<file path="src/rtl/delay_pipe_if.sv">
// Bundles for delay_pipe: the clock/reset control pair and the data-path bus.
//
// Handshake semantics: there is no ready. in_valid only marks the word on
// `in` as meaningful. A valid word is captured on any rising edge where
// flush=0 and stall=0. stall is the only hold mechanism, and it freezes
// every stage. out_valid marks `out` as a delayed valid word. Consumers must
// take `out` in the cycle it is presented.

interface util_control_if;
  logic clock;
  logic reset;  // asynchronous, active-low

  modport master (output clock, output reset);
  modport slave  (input clock, input reset);
endinterface

interface delay_pipe_if #(
  parameter int WIDTH     = 4,
  parameter int MAX_DELAY = 4
);
  localparam int SW = $clog2(MAX_DELAY + 1);

  logic             stall;
  logic             flush;
  logic [SW-1:0]    sel;
  logic             in_valid;
  logic [WIDTH-1:0] in;
  logic             out_valid;
  logic [WIDTH-1:0] out;
  logic [SW-1:0]    occupancy;

  modport master (
    output stall, output flush, output sel, output in_valid, output in,
    input  out_valid, input out, input occupancy
  );
  modport slave (
    input  stall, input flush, input sel, input in_valid, input in,
    output out_valid, output out, output occupancy
  );
endinterface

</file>
<file path="src/rtl/delay_pipe.sv">
// Runtime-selectable delay line (0..MAX_DELAY cycles) for a word and its
// valid bit, with stall, flush and an occupancy count over all stages.
// Invalid slots always carry RESET_VALUE, so stale data never leaks to out.

module delay_pipe #(
  parameter int               WIDTH       = 4,
  parameter int               MAX_DELAY   = 4,
  parameter logic [WIDTH-1:0] RESET_VALUE = '0
) (
  util_control_if.slave ctrl,
  delay_pipe_if.slave   bus
);

  localparam int SW = $clog2(MAX_DELAY + 1);

  logic [WIDTH-1:0]     d [MAX_DELAY];
  logic [MAX_DELAY-1:0] v;
  logic [SW-1:0]        k;
  logic [SW-1:0]        cnt;

  // Stage registers: flush beats stall, stall beats shift; bubbles load RESET_VALUE.
  always_ff @(posedge ctrl.clock or negedge ctrl.reset) begin
    if (!ctrl.reset) begin
      for (int i = 0; i < MAX_DELAY; i++) d[i] <= RESET_VALUE;
      v <= '0;
    end else if (bus.flush) begin
      for (int i = 0; i < MAX_DELAY; i++) d[i] <= RESET_VALUE;
      v <= '0;
    end else if (!bus.stall) begin
      d[0] <= bus.in_valid ? bus.in : RESET_VALUE;
      v[0] <= bus.in_valid;
      for (int i = 1; i < MAX_DELAY; i++) begin
        d[i] <= d[i-1];
        v[i] <= v[i-1];
      end
    end
  end

  // Output mux: clamp sel to MAX_DELAY; a delay of 0 is a pure combinational bypass.
  always_comb begin
    k = (bus.sel > SW'(MAX_DELAY)) ? SW'(MAX_DELAY) : bus.sel;
    bus.out       = bus.in;
    bus.out_valid = bus.in_valid;
    for (int i = 0; i < MAX_DELAY; i++) begin
      if (int'(k) == i + 1) begin
        bus.out       = d[i];
        bus.out_valid = v[i];
      end
    end
  end

  // Occupancy: popcount of every stage's valid bit, independent of sel.
  always_comb begin
    cnt = '0;
    for (int i = 0; i < MAX_DELAY; i++) cnt = cnt + SW'(v[i]);
    bus.occupancy = cnt;
  end

endmodule

</file>
<file path="src/flat_wrapper.sv">
// flat-port wrapper written by rule: the top's interface ports become plain ports
module delay_pipe_flat 
#(
  parameter int               WIDTH       = 4,
  parameter int               MAX_DELAY   = 4,
  parameter logic [WIDTH-1:0] RESET_VALUE = '0
)
  (ctrl_clock, ctrl_reset, bus_stall, bus_flush, bus_sel, bus_in_valid, bus_in, bus_out_valid, bus_out, bus_occupancy);
  util_control_if ctrl_i ();
  delay_pipe_if #(.WIDTH(WIDTH), .MAX_DELAY(MAX_DELAY)) bus_i ();
  input wire logic [$bits(ctrl_i.clock)-1:0] ctrl_clock;
  input wire logic [$bits(ctrl_i.reset)-1:0] ctrl_reset;
  input wire logic [$bits(bus_i.stall)-1:0] bus_stall;
  input wire logic [$bits(bus_i.flush)-1:0] bus_flush;
  input wire logic [$bits(bus_i.sel)-1:0] bus_sel;
  input wire logic [$bits(bus_i.in_valid)-1:0] bus_in_valid;
  input wire logic [$bits(bus_i.in)-1:0] bus_in;
  output wire logic [$bits(bus_i.out_valid)-1:0] bus_out_valid;
  output wire logic [$bits(bus_i.out)-1:0] bus_out;
  output wire logic [$bits(bus_i.occupancy)-1:0] bus_occupancy;
  assign ctrl_i.clock = ctrl_clock;
  assign ctrl_i.reset = ctrl_reset;
  assign bus_i.stall = bus_stall;
  assign bus_i.flush = bus_flush;
  assign bus_i.sel = bus_sel;
  assign bus_i.in_valid = bus_in_valid;
  assign bus_i.in = bus_in;
  assign bus_out_valid = bus_i.out_valid;
  assign bus_out = bus_i.out;
  assign bus_occupancy = bus_i.occupancy;
  delay_pipe #(.WIDTH(WIDTH), .MAX_DELAY(MAX_DELAY), .RESET_VALUE(RESET_VALUE)) u_core (.ctrl(ctrl_i), .bus(bus_i));
endmodule
</file>
<file path="config.mk">
export PLATFORM = sky130hd
export DESIGN_NAME = delay_pipe_flat
export DESIGN_NICKNAME = d
export VERILOG_FILES = /design/src/rtl/delay_pipe_if.sv /design/src/rtl/delay_pipe.sv /design/src/flat_wrapper.sv
export SDC_FILE = /design/constraint.sdc
export NUM_CORES = 1
export LEC_CHECK = 0
export BUFFER_PORTS_ARGS = -buffer_cell sky130_fd_sc_hd__buf_4
export CORE_MARGIN = 2
export CORE_UTILIZATION = 35
export CTS_CLUSTER_SIZE = 24
export DETAILED_ROUTE_END_ITERATION = 6
export GPL_TIMING_DRIVEN = 1
export PLACE_DENSITY_LB_ADDON = 0.15
export REMOVE_ABC_BUFFERS = 1
export SETUP_SLACK_MARGIN = 0.15
export SYNTH_ARGS = -nofsm -noshare
export SYNTH_HDL_FRONTEND = slang
export SYNTH_SLANG_ARGS = --single-unit
</file>
<file path="constraint.sdc">
create_clock -name ctrl_clock -period 1.35 [get_ports ctrl_clock]
set_clock_uncertainty 0.05 [all_clocks]
set_input_delay 0.135 -clock ctrl_clock [delete_from_list [all_inputs] [get_ports ctrl_clock]]
set_output_delay 0.135 -clock ctrl_clock [all_outputs]
set_load 0.01 [all_outputs]
</file>
==> out/qor.csv, run 1 <==
stage,metric,value,unit
yosys,synthesized cell area,1070,um2
route,DR vias,814,
placed_design,IO Port Bufs,19,
pwr,Sw Ratio,0.261,
sta,RSZ-0062 raised after global routing,yes,
pwr,Final Power,1130,uW
setup_path,CP Data Arrival Time,1.68,ns
hold_path,Hold Crit Class,in2reg,
route,DRT Pass-1 Iters,2,
pwr,NetSw,294,uW
hold_path,min-delay src,bus_in[0],
yosys,mean post-synth cell area,11.2,um2
layout,ant diodes,0,
sta,Fmax achieved,0.536,GHz
floorplan,die height,59.4,um
sta,Worst Max-Slew Pin Slew,0.330,ns
yosys,Synth Register Bits,20,
placed_design,gpl congestion,0.703,
floorplan,die area,3530,um2
hold_path,WHS Path Cells,3,
setup_path,reg2reg end,u_core.v[0],
setup_path,reg2reg setup slack,0.32,ns
setup_path,CP Capture Type,primary output,
sta,"Hold Violations, Final",0,
flow_run,max-cap viol count,0,
clocking,CTS tree,yes,
placed_design,post-DP HPWL,1490,um
sta,Final period util,1.38,
floorplan,FP Rows,20,
sta,PnR worst setup slack,-0.517,ns
clocking,Clock Latency Late Sink,0.29,ns
route,vias per cell,5.09,
global_route,GRT Total Usage,0.140,
floorplan,Die Width,59.4,um
floorplan,Initial Util,0.361,
route,DRT antenna net count,0,
layout,Nets,144,
setup_path,Reg2Reg Depth,4,
setup_path,CP Class,reg2out,
sta,setup violators final,8,
pwr,leakage,0.000728,uW
clocking,CTS Buffer Depth,2,
layout,Finished Layout Cells,160,
setup_path,r2r startpoint,u_core.v[0],
pwr,Pwr per Cell Area,782,nW/um2
route,final WL,2220,um
pwr,Int Power,832,uW
sta,min Tclk post-route,1.87,ns
layout,most frequent cells in the layout,"buf_4, mux2i_1, dfrtp_1",
sta,Final TNS setup,-2.31,ns
layout,"commonest non-fill, non-tap cell in the layout",buf_4,
yosys,synth unique cells,18,
yosys,Syn Inst Count,96,
clocking,clock-pin slew on the worst setup and hold paths,0.11,ns
setup_path,Worst Setup Start Kind,flop,
route,DRC viols,0,
floorplan,# IOs,20,
outcome,status,"finished, violations left",
route,WL/cell,13.9,um
setup_path,CP required,1.16,ns
sta,fin. max-slew vios,0,
outcome,failing checks,setup timing,
global_route,largest net degree at the start of global routing,25,
pwr,Max VDD drop,421,uV
clocking,Num CTS Buffers,3,
yosys,sequential area share after synthesis,0.466,
yosys,yosys warns,0,
pwr,part of the power in registers,0.550,
layout,layout cells sized above 1,0.362,
global_route,wire length of the first global-routing pass,3640,um
hold_path,Min-Delay Endpoint,u_core.d[12],
clocking,CTS sink cnt,20,
global_route,GR Overflow Total,0,
sta,Slew headroom,0.779,
clocking,CTS root buffer,clkbuf_4,
floorplan,core area,2980,um2
placed_design,Placement Setup Slack,-0.304,ns
layout,Layout Area Growth over Synthesis,34.1,%
pwr,clock network power share,0.251,
global_route,number of global-route vias before repair,794,
placed_design,Placed Cells incl. Taps,148,
route,1st-iter DRT viols,13,
pwr,share of power burned in combinational logic,0.200,
layout,FILL cells,281,
global_route,initial antenna violation count,0,
clocking,H-tree levels,1,
setup_path,CP max FO,2,
[power groups by stage]
stage / Clock [uW] / Sequential, uW / Combinational [uW]
floorplan: 0 / 629 / 77.6
global placement: 0 / 630 / 189
detailed placement: 0 / 630 / 191
CTS: 295 / 619 / 219
global route: 307 / 621 / 246
finish: 282 / 619 / 225
[how the worst max path moves through the flow]
stage / end / slack [ns] / depth (start not counted) / start
floorplan: bus_occupancy[1] / -0.19 / 3 / u_core.v[0]
global placement: bus_occupancy[1] / -0.27 / 4 / u_core.v[0]
detailed placement: bus_occupancy[1] / -0.30 / 4 / u_core.v[0]
CTS: bus_occupancy[1] / -0.55 / 4 / u_core.v[1]
global route: bus_occupancy[1] / -0.55 / 4 / u_core.v[0]
finish: bus_occupancy[1] / -0.52 / 4 / u_core.v[0]
[cell usage after synthesis]
library cell / n / area share
fa_1: 1 / 0.019
nor2b_1: 1 / 0.0058
a21oi_1: 4 / 0.019
dfrtp_1: 20 / 0.47
nand2_1: 9 / 0.031
inv_1: 1 / 0.0035
o221a_1: 1 / 0.010
clkbuf_1: 2 / 0.0070
mux2i_1: 21 / 0.20
o221a_2: 3 / 0.031
nand3b_1: 4 / 0.028
ha_1: 2 / 0.023
a2111oi_0: 1 / 0.0082
a311oi_1: 1 / 0.0082
mux2_4: 4 / 0.056
buf_6: 1 / 0.010
nor2_1: 18 / 0.063
buf_4: 2 / 0.014
[through the flow]
step,hold slack [ns],utilization,area (um2)
after detailed placement,-0.0188,0.424,1260
after floorplan,-0.211,-,1040
final,0.0617,0.484,1440
after global routing,0.0622,0.484,1440
after global placement,-0.0204,0.424,1260
after CTS,0.0509,0.471,1400
[kinds of logic (layout without fill, tap and decap cells)]
kind of cell	after synthesis	count (layout)	share of synthesized area
simple gates	32	32	0.128
mux	25	25	0.252
flops	20	20	0.466
compound gates	10	10	0.0769
buf+inv	6	37	0.0350
fa+ha+maj	3	3	0.0420
[critical path, stage by stage (launching register included)]
cell and delay, ns:
dfrtp_1 0.43, ha_4 0.25, fa_2 0.35, ha_4 0.27, buf_6 0.09
[layer usage]
layer	vias to the layer above	wire length [um]	GRT usage
li1	403	-	-
met1	396	1110	0.200
met2	13	1020	0.214
met3	2	75	0.0197
met4	0	17	0.0584
met5	-	0	0
[layout make-up]
type / instances / area, um2 / area share
timing repair buffer: 33 / 273 / 0.189
multi-input combinational: 70 / 599 / 0.416
inverter: 1 / 3.75 / 0.00261
tap: 33 / 41.3 / 0.0287
sequential: 20 / 500 / 0.348
clock buffer: 3 / 22.5 / 0.0156
[state kept, by name (all words and copies together), names as in the netlist]
name      flops
u_core.d     16
u_core.v      4
[repair_timing]
item | in CTS | in global routing
hold buffers | 1 | 0
resized for setup | 12 | 2
buffers inserted | 5 | 3
pin swaps | 6 | 3
hold endpoints to repair | 20 | 0
setup endpoints to repair | 8 | 8
(Power assumes the default switching activity.)
==> inputs of run 2 (changes only) <==
Settings changed: CTS_BUF_LIST from default to sky130_fd_sc_hd__clkbuf_8.
==> run 2 against run 1 <==
Net effect:
- the run still ends with setup timing left
- non-clock buffer count unchanged
- wire length down 0.27%
- fmax up 3.1%
- via count down 0.49%
- worst setup slack better by 0.056 ns
- sequential share of layout area down 0.45 points
- first-iteration DRC count up 23%
- final cell count unchanged
- clock power up 35%
- utilization up 0.63 points
- power up 8.8%
- global-route usage up 0.18 points
==> out/qor.csv, run 2 (same netlist as run 1, synthesis figures left out) <==
stage,metric,value,unit
outcome,status,"finished, violations left",
outcome,failing checks,setup timing,
setup_path,worst path cell trace,ha_4 -> fa_2 -> ha_4 -> buf_6,
clocking,CTS tree,yes,
setup_path,CP Capture Type,primary output,
clocking,CTS root buffer,clkbuf_8,
layout,"commonest non-fill, non-tap cell in the layout",buf_4,
layout,max reg flops,16,
hold_path,Hold Crit Class,in2reg,
sta,Final TNS setup,-1.87,ns
route,DRT Pass-1 Iters,2,
placed_design,IO Port Bufs,19,
setup_path,CP required,1.16,ns
layout,most frequent cells in the layout,"buf_4, mux2i_1, dfrtp_1",
layout,Top reg by flops,u_core.d,
floorplan,die area,3530,um2
sta,Fmax achieved,0.552,GHz
sta,Final period util,1.34,
route,DRC viols,0,
global_route,initial antenna violation count,0,
clocking,clock-pin slew on the worst setup and hold paths,0.07,ns
global_route,largest net degree at the start of global routing,25,
setup_path,CP Class,reg2out,
setup_path,Worst Setup Start Kind,flop,
sta,min Tclk post-route,1.81,ns
clocking,Num CTS Buffers,3,
sta,Slew headroom,0.775,
route,final WL,2210,um
setup_path,Critical Path Most Common Cell,ha_4,
clocking,H-tree levels,1,
placed_design,Placed Cells incl. Taps,148,
global_route,wire length of the first global-routing pass,3670,um
setup_path,CP peak stage delay,0.41,ns
layout,cell area after layout,1460,um2
pwr,Pwr per Cell Area,840,nW/um2
clocking,Clock Latency Late Sink,0.25,ns
placed_design,post-DP HPWL,1490,um
setup_path,CP bufs+invs,1,
sta,Worst Max-Slew Pin Slew,0.337,ns
layout,fin util,0.490,
layout,layout cells sized above 1,0.362,
clocking,CTS sink cnt,20,
layout,Nets,144,
sta,setup violators final,8,
route,DRT antenna net count,0,
layout,Largest regs,"u_core.d: 16 flops, u_core.v: 4 flops",
floorplan,core area,2980,um2
floorplan,die height,59.4,um
floorplan,FP Rows,20,
placed_design,instance area at placement,1260,um2
floorplan,Initial Util,0.361,
sta,hold slack,0.114,ns
setup_path,CP Data Arrival Time,1.63,ns
layout,ant diodes,0,
route,WL/cell,13.8,um
route,1st-iter DRT viols,16,
layout,Finished Layout Cells,160,
floorplan,# IOs,20,
clocking,CTS Buffer Depth,2,
route,DR vias,810,
placed_design,gpl congestion,0.703,
sta,PnR worst setup slack,-0.461,ns
setup_path,Crit-path slowest cell,dfrtp_1,
sta,fin. max-slew vios,0,
global_route,number of global-route vias before repair,791,
pwr,Max VDD drop,449,uV
sta,RSZ-0062 raised after global routing,yes,
global_route,GRT Total Usage,0.142,
flow_run,max-cap viol count,0,
floorplan,Die Width,59.4,um
route,vias per cell,5.06,
sta,"Hold Violations, Final",0,
layout,Layout Area Growth over Synthesis,35.9,%
global_route,GR Overflow Total,0,
setup_path,cell family with most CP delay,adder cells,
setup_path,CP max FO,2,
pwr,leakage,0.000736,uW
## run 2: changes by cell type in the layout (fill, tap and decap cells not counted)
| cell | delta |
|---|---|
| clkbuf_4 | -3 |
| clkbuf_8 | +3 |
## run 2: worst paths after layout
kind / slack (ns) / cells after the start / startpoint / end
setup / recovery: -0.46 / 4 / u_core.v[0] / bus_occupancy[1]
hold / removal: 0.11 / 3 / bus_in[0] / u_core.d[12]
setup reg to reg: 0.33 / 4 / u_core.v[0] / u_core.v[0]
hold reg to reg: 0.49 / 2 / u_core.d[2] / u_core.d[2]
max in group asynchronous: 0.79 / 2 / ctrl_reset / u_core.d[12]
min in group asynchronous: 0.24 / 2 / ctrl_reset / u_core.d[14]
## run 2: layout make-up
type,instances,area (um2)
clock buffer,3,41.3
fill,276,1520
inverter,1,3.75
multi-input combinational,70,599
sequential,20,500
tap,33,41.3
timing repair buffer,33,273
## run 2: worst register-to-register path, stage by stage, from the launching register on
cell and delay, ns:
dfrtp_1 0.41, buf_4 0.14, buf_4 0.13, mux2i_1 0.12
nor2_1 0.05
## run 2: metrics by stage
step | setup WS, ns | power [uW]
floorplan | -0.195 | 707
global placement | -0.271 | 819
detailed placement | -0.304 | 821
CTS | -0.494 | 1240
global route | -0.490 | 1280
finish | -0.461 | 1230
## run 2: report_power, final
| group | internal, uW | leakage, uW | switching [uW] |
|---|---|---|---|
| registers | 610 | 0.000277 | 8.82 |
| clock network | 198 | 0.0000216 | 183 |
| logic | 118 | 0.000437 | 107 |
| total | 927 | 0.000736 | 299 |
## run 2: metal layers
layer  global-route usage  part of all wire  vias to the layer above
li1                     -                 -                      402
met1                0.204              0.49                      391
met2                0.210              0.47                       15
met3               0.0262             0.034                        2
met4               0.0584            0.0077                        0
met5                    0                 0                        -
## run 2: what timing repair did
action,4_1_cts,5_1_grt
endpoints found under the hold margin,20,0
buffers inserted,5,3
hold buffers,1,0
gates resized for setup,12,2
pin swaps,6,3
endpoints found under the setup margin,8,8
==> inputs of run 3 (changes only) <==
Clock period 1.35 ns to 2.05 ns, I/O delays scaled along.
==> run 3 against run 2 <==
Net effect:
- the run now ends clean
- hold slack better by 0.062 ns
- final area decreased by 6.9%
- final cell count is 5.6% lower
- clock-buffer cell count did not move
- first-iteration DRC count increased by 63%
- global-route usage fell by 0.11 points
- power decreased by 24%
- largest power group unchanged
==> out/qor.csv, run 3 (same netlist as run 1, synthesis figures left out) <==
stage,metric,value,unit
clocking,Clock Latency Late Sink,0.25,ns
global_route,wire length of the first global-routing pass,3700,um
placed_design,Placed Cells incl. Taps,143,
global_route,GRT Total Usage,0.141,
layout,Nets,134,
outcome,status,"finished, final reports clean",
sta,min Tclk post-route,1.92,ns
layout,cell area after layout,1360,um2
flow_run,max-cap viol count,0,
sta,Slew headroom,0.760,
pwr,Pwr per Cell Area,682,nW/um2
sta,Final period util,0.934,
global_route,largest net degree at the start of global routing,25,
pwr,leakage,0.000679,uW
setup_path,crit path from,u_core.v[0],
route,DRC viols,0,
setup_path,worst path cell trace,ha_4 -> fa_2 -> ha_4 -> buf_6,
sta,"Hold Violations, Final",0,
clocking,CTS sink cnt,20,
floorplan,core area,2980,um2
clocking,CTS root buffer,clkbuf_8,
setup_path,Worst Setup Start Kind,flop,
setup_path,CP Data Arrival Time,1.66,ns
hold_path,Hold Crit Class,in2reg,
global_route,initial antenna violation count,0,
floorplan,Initial Util,0.361,
route,DRT Pass-1 Iters,4,
setup_path,Reg2Reg Depth,4,
floorplan,# IOs,20,
setup_path,cell family with most CP delay,adder cells,
setup_path,Crit-path slowest cell,dfrtp_1,
route,DRT antenna net count,0,
sta,Worst Max-Slew Pin Slew,0.350,ns
floorplan,die area,3530,um2
layout,max reg flops,16,
hold_path,Min-Delay Endpoint,u_core.d[15],
sta,setup violators final,0,
setup_path,CP peak stage delay,0.42,ns
placed_design,gpl congestion,0.674,
setup_path,r2r startpoint,u_core.v[0],
setup_path,reg2reg setup slack,1.01,ns
floorplan,die height,59.4,um
global_route,number of global-route vias before repair,765,
layout,layout cells sized above 1,0.305,
placed_design,instance area at placement,1220,um2
clocking,clock-pin slew on the worst setup and hold paths,0.08,ns
setup_path,CP required,1.79,ns
setup_path,Critical Path Most Common Cell,ha_4,
floorplan,FP Rows,20,
layout,most frequent cells in the layout,"mux2i_1, buf_4, dfrtp_1",
setup_path,CP Capture Type,primary output,
route,1st-iter DRT viols,26,
layout,Top reg by flops,u_core.d,
placed_design,post-DP HPWL,1430,um
setup_path,CP Class,reg2out,
route,final WL,2240,um
layout,Layout Area Growth over Synthesis,26.6,%
sta,Fmax achieved,0.522,GHz
sta,Final TNS setup,0,ns
clocking,H-tree levels,1,
route,DR vias,775,
setup_path,reg2reg end,u_core.v[0],
hold_path,WHS Path Cells,3,
setup_path,CP max FO,2,
clocking,CTS Buffer Depth,2,
layout,Finished Layout Cells,151,
layout,Largest regs,"u_core.d: 16 flops, u_core.v: 4 flops",
hold_path,min-delay src,bus_in[3],
setup_path,CP bufs+invs,1,
clocking,Num CTS Buffers,3,
layout,FILL cells,286,
sta,fin. max-slew vios,0,
clocking,CTS tree,yes,
route,vias per cell,5.13,
placed_design,IO Port Bufs,19,
route,WL/cell,14.8,um
pwr,Max VDD drop,403,uV
layout,ant diodes,0,
global_route,GR Overflow Total,0,
sta,RSZ-0062 raised after global routing,yes,
floorplan,Die Width,59.4,um
[run 3: changes by cell type in the layout (fill, tap and decap cells not counted), sizes merged]
| cell | change |
|---|---|
| buf | -10 |
| bufinv | +1 |
[run 3: worst min-delay path, stage by stage]
cell      delay, ns
buf_4          0.12
nand3b_1       0.07
a21oi_1        0.06
[run 3: timing repair]
item | CTS | global route
hold endpoints to repair | 20 | 0
resized for setup | 1 | 3
pin swaps | 1 | 3
hold buffers | 1 | 0
setup buffers | 2 | 1
endpoints found under the setup margin | 2 | 2
[run 3: area by class of cell]
type,count,area [um2],share of cell area
tap,33,41.3,0.0304
sequential,20,500,0.368
clock buffer,3,41.3,0.0304
multi-input combinational,70,563,0.414
clock inverter,1,30.0,0.0221
inverter,1,3.75,0.00276
timing repair buffer,23,179,0.132
[run 3: worst max-delay path by stage]
stage	endpoint	cells after the start
after floorplan	bus_occupancy[1]	3
final	bus_occupancy[1]	4
after detailed placement	bus_occupancy[1]	4
after global placement	bus_occupancy[1]	4
after global routing	bus_occupancy[1]	4
after CTS	bus_occupancy[1]	4
[run 3: per-layer routing]
layer,vias up,part of all wire,track usage
met1,374,0.50,0.198
met5,-,0,0
met2,15,0.45,0.217
met3,4,0.034,0.0284
li1,382,-,-
met4,0,0.011,0.0487
[run 3: per-stage QoR]
step	total power, uW	setup slack [ns]	hold slack, ns	utilization
after floorplan	466	0.435	-0.141	-
after global placement	535	0.323	0.0522	0.411
after detailed placement	536	0.310	0.0552	0.411
after CTS	935	0.0922	0.170	0.444
after global routing	974	0.101	0.197	0.456
final	927	0.134	0.176	0.456
[run 3: where the power goes]
part	internal [uW]	switching (uW)	total, uW	leakage, uW
logic	63.2	63.5	127	0.000366
clock network	261	132	392	0.0000357
registers	402	6.84	409	0.000277
total	725	202	927	0.000679
